$ cat src/rtl/rr_stream_arbiter_if.sv
// rr_stream_arbiter_if: requester-side and downstream valid-ready bundle of the round-robin stream arbiter
interface rr_stream_arbiter_if #(parameter int NUM_REQ = 4, parameter int DATA_W = 64);
  localparam int IDX_W = $clog2(NUM_REQ);
  logic [NUM_REQ-1:0] req_vld;
  logic [NUM_REQ-1:0] req_last;
  logic [NUM_REQ*DATA_W-1:0] req_data;
  logic [NUM_REQ-1:0] req_rdy;
  logic out_vld;
  logic out_last;
  logic [DATA_W-1:0] out_data;
  logic [IDX_W-1:0] out_src;
  logic out_rdy;
  logic busy;
  modport slave (input req_vld, req_last, req_data, out_rdy,
                 output req_rdy, out_vld, out_last, out_data, out_src, busy);
  modport master (output req_vld, req_last, req_data, out_rdy,
                  input req_rdy, out_vld, out_last, out_data, out_src, busy);
endinterface

$ cat src/rtl/rr_stream_arbiter.sv
// rr_stream_arbiter: packet-locked round-robin merge of NUM_REQ streams into one registered output
module rr_stream_arbiter #(parameter int NUM_REQ = 4, parameter int DATA_W = 64) (
  input logic clk,
  input logic rst,
  rr_stream_arbiter_if.slave bus
);
  localparam int IDX_W = $clog2(NUM_REQ);
  typedef enum logic {IDLE, LOCK} state_t;
  state_t state, state_n;
  logic [IDX_W-1:0] ptr, ptr_n, owner, owner_n, w, sel, nxt, j;
  logic [NUM_REQ-1:0] rdy;
  logic any, load_en, take;
  assign load_en = !bus.out_vld || bus.out_rdy;
  // descending scan so the requester closest to ptr is written last and wins
  always_comb begin
    w = '0;
    any = 1'b0;
    j = '0;
    for (int k = NUM_REQ - 1; k >= 0; k--) begin
      j = IDX_W'((int'(ptr) + k) % NUM_REQ);
      if (bus.req_vld[j]) begin
        w = j;
        any = 1'b1;
      end
    end
  end
  assign sel = (state == LOCK) ? owner : w;
  assign nxt = (sel == IDX_W'(NUM_REQ - 1)) ? '0 : sel + 1'b1;
  always_comb begin
    state_n = state;
    ptr_n = ptr;
    owner_n = owner;
    rdy = '0;
    rdy[sel] = (state == LOCK) ? load_en : load_en && any;
    take = |(rdy & bus.req_vld);
    if (take && bus.req_last[sel]) begin
      state_n = IDLE;
      ptr_n = nxt;
    end else if (take) begin
      state_n = LOCK;
      owner_n = sel;
    end
  end
  always_ff @(posedge clk or posedge rst)
    if (rst) begin
      state <= IDLE;
      ptr <= '0;
      owner <= '0;
    end else begin
      state <= state_n;
      ptr <= ptr_n;
      owner <= owner_n;
    end
  always_ff @(posedge clk or posedge rst)
    if (rst) begin
      bus.out_vld <= 1'b0;
      bus.out_last <= 1'b0;
      bus.out_data <= '0;
      bus.out_src <= '0;
    end else if (take) begin
      bus.out_vld <= 1'b1;
      bus.out_last <= bus.req_last[sel];
      bus.out_data <= bus.req_data[sel*DATA_W +: DATA_W];
      bus.out_src <= sel;
    end else if (bus.out_rdy) begin
      bus.out_vld <= 1'b0;
    end
  // state is already IDLE under reset, but grants must be masked combinationally
  assign bus.req_rdy = rst ? '0 : rdy;
  assign bus.busy = !rst && (state == LOCK || bus.out_vld);
endmodule

$ cat src/flat_wrapper.sv
// flat-port wrapper written by rule: the top's interface ports become plain ports
module rr_stream_arbiter_flat 
#(parameter int NUM_REQ = 4, parameter int DATA_W = 64)
  (clk, rst, bus_req_vld, bus_req_last, bus_req_data, bus_out_rdy, bus_req_rdy, bus_out_vld, bus_out_last, bus_out_data, bus_out_src, bus_busy);
  rr_stream_arbiter_if #(.NUM_REQ(NUM_REQ), .DATA_W(DATA_W)) bus_i ();
  input logic clk;
  input logic rst;
  input wire logic [$bits(bus_i.req_vld)-1:0] bus_req_vld;
  input wire logic [$bits(bus_i.req_last)-1:0] bus_req_last;
  input wire logic [$bits(bus_i.req_data)-1:0] bus_req_data;
  input wire logic [$bits(bus_i.out_rdy)-1:0] bus_out_rdy;
  output wire logic [$bits(bus_i.req_rdy)-1:0] bus_req_rdy;
  output wire logic [$bits(bus_i.out_vld)-1:0] bus_out_vld;
  output wire logic [$bits(bus_i.out_last)-1:0] bus_out_last;
  output wire logic [$bits(bus_i.out_data)-1:0] bus_out_data;
  output wire logic [$bits(bus_i.out_src)-1:0] bus_out_src;
  output wire logic [$bits(bus_i.busy)-1:0] bus_busy;
  assign bus_i.req_vld = bus_req_vld;
  assign bus_i.req_last = bus_req_last;
  assign bus_i.req_data = bus_req_data;
  assign bus_i.out_rdy = bus_out_rdy;
  assign bus_req_rdy = bus_i.req_rdy;
  assign bus_out_vld = bus_i.out_vld;
  assign bus_out_last = bus_i.out_last;
  assign bus_out_data = bus_i.out_data;
  assign bus_out_src = bus_i.out_src;
  assign bus_busy = bus_i.busy;
  rr_stream_arbiter #(.NUM_REQ(NUM_REQ), .DATA_W(DATA_W)) u_core (.clk(clk), .rst(rst), .bus(bus_i));
endmodule
$ cat config.mk
export PLATFORM = sky130hd
export DESIGN_NAME = rr_stream_arbiter_flat
export DESIGN_NICKNAME = d
export VERILOG_FILES = /design/src/rtl/rr_stream_arbiter_if.sv /design/src/rtl/rr_stream_arbiter.sv /design/src/flat_wrapper.sv
export SDC_FILE = /design/constraint.sdc
export NUM_CORES = 1
export LEC_CHECK = 0
export ABC_AREA = 1
export CAP_MARGIN = 20
export CORE_AREA = 2 2 132 134
export CTS_CLUSTER_SIZE = 20
export DETAILED_ROUTE_END_ITERATION = 10
export DIE_AREA = 0 0 134 136
export PLACE_DENSITY = 0.75
export SYNTH_ARGS = -nofsm -noshare
export SYNTH_HDL_FRONTEND = slang
export SYNTH_SLANG_ARGS = --single-unit
$ cat constraint.sdc
create_clock -name clk -period 2.6 [get_ports clk]
set_input_delay 0.52 -clock clk [delete_from_list [all_inputs] [get_ports clk]]
set_output_delay 0.52 -clock clk [all_outputs]
set_load 0.02 [all_outputs]
## Word level (Yosys, flattened, before mapping)

Cells that the tools add are included.

- Shift operators: 1
- Equal/unequal tests: 1
- Bitwise logic cells: 3
- Muxes and demuxes: 28
- Reductions and logical operators: 12
- Add/subtract/negate cells: 4
- Magnitude comparators: 6

Operators with widths:

| operator | count |
|---|---|
| $shiftx 256x9->64 | 1 |
| $lt 2x3->1 const B | 5 |
| $mux 1 | 15 |
| $mux 2 | 6 |
| $bmux 1 s2 | 5 |
| $and 4x4->4 | 2 |
| $add 2x1->2 const B | 2 |
| $add 2x2->2 const B | 2 |
| $logic_and 1x1->1 | 4 |
| $mux 4 | 1 |
| $reduce_bool 2->1 | 2 |
| $reduce_or 4->1 | 1 |
| $demux 1 s2 | 1 |
| $eq 2x2->1 const B | 1 |
| $ge 2x1->1 const B | 1 |
| $logic_not 1->1 | 2 |
| $logic_or 1x1->1 | 2 |
| $reduce_and 2->1 | 1 |
| $not 1->1 | 1 |

- Output and inout bits: 73
- Input port bits: 267
- Word-level logic and storage cells: 62
- Register bits: 73

## Logic depth before layout (Yosys ltp)

Gate-level depths: netlist of run 1.

- Depth after elaboration: 18
- Depth in mapped cells: 24
- Mapped depth without buffers: 19

## Worst setup path before layout of run 1

OpenSTA, ideal clock, no wires.

- Path kind: input-to-output
- Start point: input bus_req_vld[1]
- End point: output bus_req_rdy[2]
- Cell stages on the path: 14
- Required time: 2.080 ns
- Path slack: 0.015 ns
- Buffers on the path: 2
- Arrival time: 2.065 ns
- Path through: inv_1 nand2_1 nand2_1 nand2_1 nand2_1 nand2_1 nand2_1 nand2_1 nand3_2 nand2_2 buf_6 inv_2 buf_2 nor4_1

- Word-level cells in the longest chain between the ends: 13
- Elaborated cells on any way between the ends: 26
- Classes of those cells: 2 x order compare; 21 x mux; 1 x bitwise; 2 x reduce/logical

Ends and longest elaborated chain:

| item | RTL line | source |
|---|---|---|
| start: declaration | flat_wrapper.sv:8 | `input wire logic [$bits(bus_i.req_vld)-1:0] bus_req_vld;` |
| $bmux 1 s2 | rr_stream_arbiter.sv:21 | `if (bus.req_vld[j]) begin` |
| $mux 1 (not written as such) | rr_stream_arbiter.sv:21 |  |
| $mux 2 (4 in series) | rr_stream_arbiter.sv:21 |  |
| $mux 2 | rr_stream_arbiter.sv:27 | `assign sel = (state == LOCK) ? owner : w;` |
| $lt 2x3->1 (not written as such) / $ge 2x1->1 (equally long branches) | rr_stream_arbiter.sv:34 | `rdy[sel] = (state == LOCK) ? load_en : load_en && any;` |
| $logic_and 1x1->1 | rr_stream_arbiter.sv:34 |  |
| $mux 1 | rr_stream_arbiter.sv:34 |  |
| $demux 1 s2 | -- |  |
| $and 4x4->4 (no line) * | -- |  |
| $mux 4 * | rr_stream_arbiter.sv:69 | `assign bus.req_rdy = rst ? '0 : rdy;` |
| end: declaration | flat_wrapper.sv:12 | `output wire logic [$bits(bus_i.req_rdy)-1:0] bus_req_rdy;` |

Mark *: on every way between the ends. The rest lies on a longest branch, timed or not. The select of a mux whose other input is x is not followed.

## Worst setup path after layout of run 1

Same ends and word-level chain as after synthesis.

==> flow_metrics.tcl, run 1 <==
set metrics [dict create \
    clk_path_buf_depth 2 \
    first_pass_iters 5 \
    finalCritPeriodShare 0.997 \
    io_pins 340 \
    vias_per_cell 4.71 \
    clockRootBuffer "clkbuf_16" \
    r2r-start "u_core.ptr[0]" \
    crit_top_cell "nand2_1" \
    clock.fmax_mhz 386 \
    setup_ws_ns 0.00844 \
    cts_buffers 9 \
    hold_class "flop to flop" \
    dieArea_sq_um 18200 \
    critPathLaunchType "input port" \
    slew_violations 0 \
    wl_per_cell_um 14.6 \
    slowest_stage "dlygate4sd2_1" \
    drtIter0Drc 326 \
    remaining_drc_errors 0 \
    coreArea_sq_um 16900 \
    gp_congestion 0.894 \
    vias 6458 \
    drtAntennaViolNets 0 \
    post-route-cell-area_sq_um 9220 \
    critPathKind "input port to output port" \
    chipWidth_um 134 \
    initial_core_util 0.306 \
    cts_sinks 73 \
    overflow 0 \
    tightest_slew_ns 0.678 \
    reg2reg_depth 18 \
    die_h_um 136 \
    cts_max_level 3 \
    num_rows 48 \
    rrSetupSlack_ns 0.10 \
    rsz0062_at_grt "true" \
    hold_end "u_core.bus.out_src[1]" \
    hpwl_um 14800 \
    path_clk_slew_ns 0.05 \
    synth_area_sq_um 5160 \
    antenna_found_initial 0 \
    yosysWarningCount 0 \
    n_antenna_cell 0 \
    dpl_worst_slack_ns -0.658 \
    fin_cells 1370 \
    cp_max_fo 4 \
    port_buffers 339 \
    relSlewSlack 0.548 \
    yosysTopAreaCellShare 0.354 \
    ir_worst_vdd_uv 747 \
    grt_max_degree 105 \
    grt_pass1_vias 5984 \
    clk_latency_ns 0.32 \
    cts-hold-fix-buffers 0 \
    grt_pass1_wl_um 29700 \
    synth_area_leader_cell "dfrtp_1" \
    cp_cell_sequence "dlygate4sd2_1 -> inv_1 -> nand2_1 -> buf_4 -> nand3_1 -> nand2_1 -> nand2_1 -> nand2_1 -> nand2_1 -> nand2_2 -> nand2_4 -> inv_1 -> nor4_1 -> buf_2" \
    grt_use_total 0.205 \
    power_density_nw_per_um2 1410 \
    syn_avg_cell_area_sq_um 6.30 \
    post_dp_cell_area_sq_um 8850 \
    status "completed" \
    hold_path_depth 2 \
    dp_cells 1352 \
    hold_viol 0 \
    ys_top_cells_by_area "dfrtp_1, nand2_1, o21ai_0" \
    fill_cells 1604 \
    seq_area_frac_synth 0.354 \
    worstReg2RegEnd "u_core.bus.out_data[37]" \
    synth-seq-cells 73 \
    syn_inst 819 \
    syn_to_final_growth_pct 78.7 \
    drt-total-wl_um 20000 \
    cpPeakStageDelay_ns 0.27 \
    fin_skew_ns 0.00542 \
    layout-drive-gt1-share 0.0725 \
    leakage_nw 4.23 \
    hold_start "u_core.bus.out_src[1]" \
    period_needed_ns 2.59 \
    cts_tree "yes" \
    layout.nets 1411 \
    maxCapViolCount 0 \
    arrival_ns 2.07 \
    synthesis.nets 1087 \
    setup_viol 0 \
    endpoint_kind "output port" \
    synth.distinct_cells 25 \
    cp.required_ns 2.08 \
]
per-layer routing:
metal | up-vias | GRT usage | routed length (um)
li1 | 3267 | - | -
met1 | 2879 | 0.233 | 7980
met2 | 283 | 0.365 | 9740
met3 | 29 | 0.0559 | 1810
met4 | 0 | 0.0798 | 437
met5 | - | 0 | 0
synthesized netlist by cell type:
cell type,instances
ha_1,1
buf_12,1
clkbuf_1,24
nor2_1,67
buf_1,2
dfrtp_1,73
buf_4,4
a21oi_2,2
nor3_1,3
nand3_1,15
inv_4,1
inv_1,77
nor4_1,1
o21ai_0,152
nand2_1,237
nand3_2,1
buf_6,6
nor2_2,1
inv_2,3
a21oi_1,66
o21ai_1,42
a31oi_1,1
or2_2,1
nand2_2,16
buf_2,22
registers in the layout (all words and copies together), names as in the netlist:
| register | cells |
|---|---|
| u_core.bus.out_data | 64 |
| u_core.bus.out_last | 1 |
| u_core.bus.out_src | 2 |
| u_core.bus.out_vld | 1 |
| u_core.owner | 2 |
| u_core.ptr | 2 |
| u_core.state | 1 |
per-stage QoR:
step	setup TNS [ns]	hold WS, ns	total power, W	util
floorplan	0	0.434	0.00823	-
global placement	-28.68	0.454	0.0114	0.525
detailed placement	-30.44	0.461	0.0116	0.525
CTS	0	0.475	0.0127	0.540
global route	-4.57	0.491	0.0142	0.546
finish	0	0.474	0.0130	0.546
report_power, final:
| group | switching [W] | internal, W | leakage [nW] |
|---|---|---|---|
| clock network | 0.000431 | 0.000654 | 0.124 |
| registers | 0.000345 | 0.00178 | 0.899 |
| logic | 0.00584 | 0.00396 | 3.21 |
| total | 0.00662 | 0.00640 | 4.23 |
layout make-up:
| class | count | area (sq um) | area share |
|---|---|---|---|
| inverter | 81 | 313 | 0.0339 |
| clock inverter | 1 | 5.00 | 0.000543 |
| multi-input combinational | 606 | 2740 | 0.297 |
| timing repair buffer | 372 | 3800 | 0.413 |
| sequential | 73 | 1830 | 0.198 |
| tap | 225 | 282 | 0.0305 |
| clock buffer | 12 | 246 | 0.0267 |
cells in the final DEF (no fill, tap or decap), drive strengths merged, types with 4 or more instances in the layout:
cell type	count
clkdlybuf4s50	331
nand2	253
o21ai	194
inv	80
dfrtp	73
nor2	68
a21oi	68
buf	34
nand3	16
clkbuf	15
dlygate4sd2	4
worst max path at each step:
stage,startpoint,to,slack [ns],depth (start not counted)
2_1_floorplan,bus_req_vld[1],bus_req_rdy[2],0.01,14
3_3_place_gp,bus_req_vld[1],bus_req_rdy[0],-0.60,13
3_5_place_dp,bus_req_vld[1],bus_req_rdy[0],-0.66,13
4_1_cts,u_core.ptr[0],bus_req_rdy[3],0.02,15
5_1_grt,u_core.ptr[0],bus_req_rdy[2],-0.13,10
6_report,bus_req_vld[1],bus_req_rdy[2],0.008,14
cell families (layout without fill, tap and decap cells):
group | count (synthesis) | in the layout | synth area share
AO/OA/AOI/OAI | 263 | 263 | 0.257
adder cells (fa/ha/maj) | 1 | 1 | 0.00243
buffers and inverters | 140 | 466 | 0.123
flip-flops | 73 | 73 | 0.354
AND/OR/NAND/NOR | 342 | 342 | 0.264
timing repair:
item,in CTS,in global routing
buffers inserted,2,1
gates resized for setup,29,12
pin swaps,2,3
cloned,0,2
endpoints found under the setup margin,77,77
worst max-delay path, delay by kind of cell:
family                 cells  cell delay (ns)
buffers and inverters      5             0.74
and+or+nand+nor            9             0.82
Note: power is estimated with default switching activity, not from simulation.
==> run 2: changes to the inputs <==
--- a/config.mk
+++ b/config.mk
@@ -11,6 +11,7 @@
 export CTS_CLUSTER_SIZE = 20
 export DETAILED_ROUTE_END_ITERATION = 10
 export DIE_AREA = 0 0 134 136
+export GPL_TIMING_DRIVEN = 0
 export PLACE_DENSITY = 0.75
 export SYNTH_ARGS = -nofsm -noshare
 export SYNTH_HDL_FRONTEND = slang
==> flow_metrics.tcl, run 2 (synthesis results as in run 1) <==
set metrics [dict create \
    maxCapViolCount 0 \
    coreArea_sq_um 16900 \
    drtAntennaViolNets 0 \
    reg2reg_depth 22 \
    hold_viol 0 \
    clk_path_buf_depth 2 \
    path_clk_slew_ns 0.06 \
    first_pass_iters 5 \
    cp_num_cells 17 \
    setup_ws_ns -0.243 \
    vias 6908 \
    cp_cell_sequence "dlygate4sd2_1 -> inv_1 -> nand2_4 -> nand2_2 -> buf_4 -> nand2_2 -> nand2_1 -> nand2_1 -> nand3_2 -> nand2_2 -> buf_12 -> inv_12 -> buf_8 -> ha_4 -> nand2_4 -> nor2_4 -> buf_6" \
    overflow 0 \
    initial_core_util 0.306 \
    fill_cells 1558 \
    vias_per_cell 4.84 \
    wl_per_cell_um 17.0 \
    critPathLaunchType "input port" \
    rrSetupSlack_ns -0.13 \
    cts-hold-fix-buffers 0 \
    critPathKind "input port to output port" \
    slowest_stage "dlygate4sd2_1" \
    dpl_worst_slack_ns -1.37 \
    io_pins 340 \
    leakage_nw 4.52 \
    cp.required_ns 2.08 \
    cp_top_family "buffers and inverters" \
    grt_pass1_wl_um 34900 \
    cp_max_fo 4 \
    layout_common_cells "clkdlybuf4s50_1, nand2_1, o21ai_0" \
    endpoint_kind "output port" \
    top_register "u_core.bus.out_data" \
    combPwrFrac 0.776 \
    cpPeakStageDelay_ns 0.26 \
    p_total_w 0.0155 \
    cts_sinks 73 \
    cp-startpoint "bus_req_vld[0]" \
    cp_num_buf_inv 7 \
    antenna_found_initial 1 \
    layout.nets 1465 \
    power.switching_w 0.00769 \
    relSlewSlack 0.604 \
    die_h_um 136 \
    largest_register_ffs 64 \
    tightest_slew_ns 0.594 \
    crit_end "bus_req_rdy[3]" \
    grt_max_degree 38 \
    utilization 0.583 \
    crit_top_cell "nand2_2" \
    drt-total-wl_um 24300 \
    ir_worst_vdd_uv 686 \
    r2r-start "u_core.ptr[0]" \
    p_int_w 0.00779 \
    p_seq_frac 0.137 \
    clkPwrFrac 0.087 \
    port_buffers 339 \
    grt_pass1_vias 6677 \
    setup_viol 77 \
    n_antenna_cell 0 \
    regArea_sq_um 1830 \
    dieArea_sq_um 18200 \
    cts_tree "yes" \
    chipWidth_um 134 \
    rsz0062_at_grt "true" \
    num_rows 48 \
    drtIter0Drc 396 \
    p_sw_frac 0.497 \
    power_density_nw_per_um2 1570 \
    status "complete, but fails checks" \
    clk_latency_ns 0.33 \
    clockRootBuffer "clkbuf_16" \
    layout-drive-gt1-share 0.117 \
    syn_to_final_growth_pct 90.8 \
    grt_use_total 0.247 \
    finalCritPeriodShare 1.09 \
    multi_input_area_sq_um 2820 \
    hpwl_um 17900 \
    gp_congestion 0.909 \
    period_needed_ns 2.84 \
    violations "negative setup slack" \
    arrival_ns 2.32 \
    fin_skew_ns 0.00999 \
    cts_max_level 3 \
    cts_buffers 9 \
    worstReg2RegEnd "u_core.bus.out_data[35]" \
    layout_commonest_cell "clkdlybuf4s50_1" \
    clock.fmax_mhz 352 \
    slew_violations 0 \
    remaining_drc_errors 0 \
    hold_class "flop to flop" \
]
run 2: worst min-delay path by stage:
stage,cells after the start,slack (ns),startpoint,end
after floorplan,2,0.43,u_core.owner[0],u_core.owner[0]
after global placement,2,0.45,u_core.bus.out_src[0],u_core.bus.out_src[0]
after detailed placement,2,0.45,u_core.owner[0],u_core.owner[0]
after CTS,2,0.47,u_core.owner[0],u_core.owner[0]
after global routing,2,0.49,u_core.owner[0],u_core.owner[0]
final,2,0.47,u_core.owner[0],u_core.owner[0]
run 2: power by group through the flow:
stage | sequential (W) | combinational (W) | clock (W)
after global routing | 0.00218 | 0.0131 | 0.00142
after floorplan | 0.00272 | 0.00551 | 0
after detailed placement | 0.00211 | 0.00991 | 0
final | 0.00212 | 0.0120 | 0.00134
after CTS | 0.00211 | 0.0107 | 0.00136
after global placement | 0.00209 | 0.00981 | 0
run 2: cell type report:
class | count | share of cell area
plain buffers | 59 | 0.0513
clock buffers | 11 | 0.0247
clock inverters | 5 | 0.00801
inverters | 81 | 0.0340
multi-input cells | 606 | 0.286
flip-flops and latches | 73 | 0.186
well taps | 225 | 0.0286
repair buffers | 367 | 0.381
run 2: per-stage QoR:
stage,cells,hold WS (ns),area [sq um],setup TNS [ns]
after floorplan,819,0.434,5160,0
after global placement,1383,0.452,8830,-164.16
after detailed placement,1384,0.452,8850,-80.64
after CTS,1413,0.474,9420,-0.724
after global routing,1427,0.493,9840,-19.08
final,1427,0.469,9840,-8.66
run 2: layer usage:
layer | global-route usage | up-vias | wire [um]
met1 | 0.283 | 3175 | 9650
li1 | - | 3381 | -
met2 | 0.440 | 301 | 11900
met3 | 0.0686 | 49 | 2030
met4 | 0.0928 | 2 | 733
met5 | 0 | - | 13
run 2: worst register-to-register path, cell delays in order, from the launching register on:
cell	delay [ns]
dfrtp_1	0.37
buf_6	0.15
nand2_2	0.10
nand2_2	0.07
buf_4	0.14
nand2_2	0.08
nand2_1	0.07
nand2_1	0.09
nand3_2	0.10
nand2_2	0.11
buf_12	0.13
inv_12	0.03
buf_8	0.12
ha_4	0.17
nand2_4	0.08
nor2_1	0.05
a21oi_2	0.15
nand2_4	0.13
inv_8	0.11
buf_12	0.14
clkbuf_16	0.16
nand2_2	0.04
nand2_1	0.06
run 2: what timing repair did:
action,CTS,global route
setup buffers,13,6
resized for setup,82,59
setup endpoints to repair,77,77
cloned,0,8
pin swaps,7,13
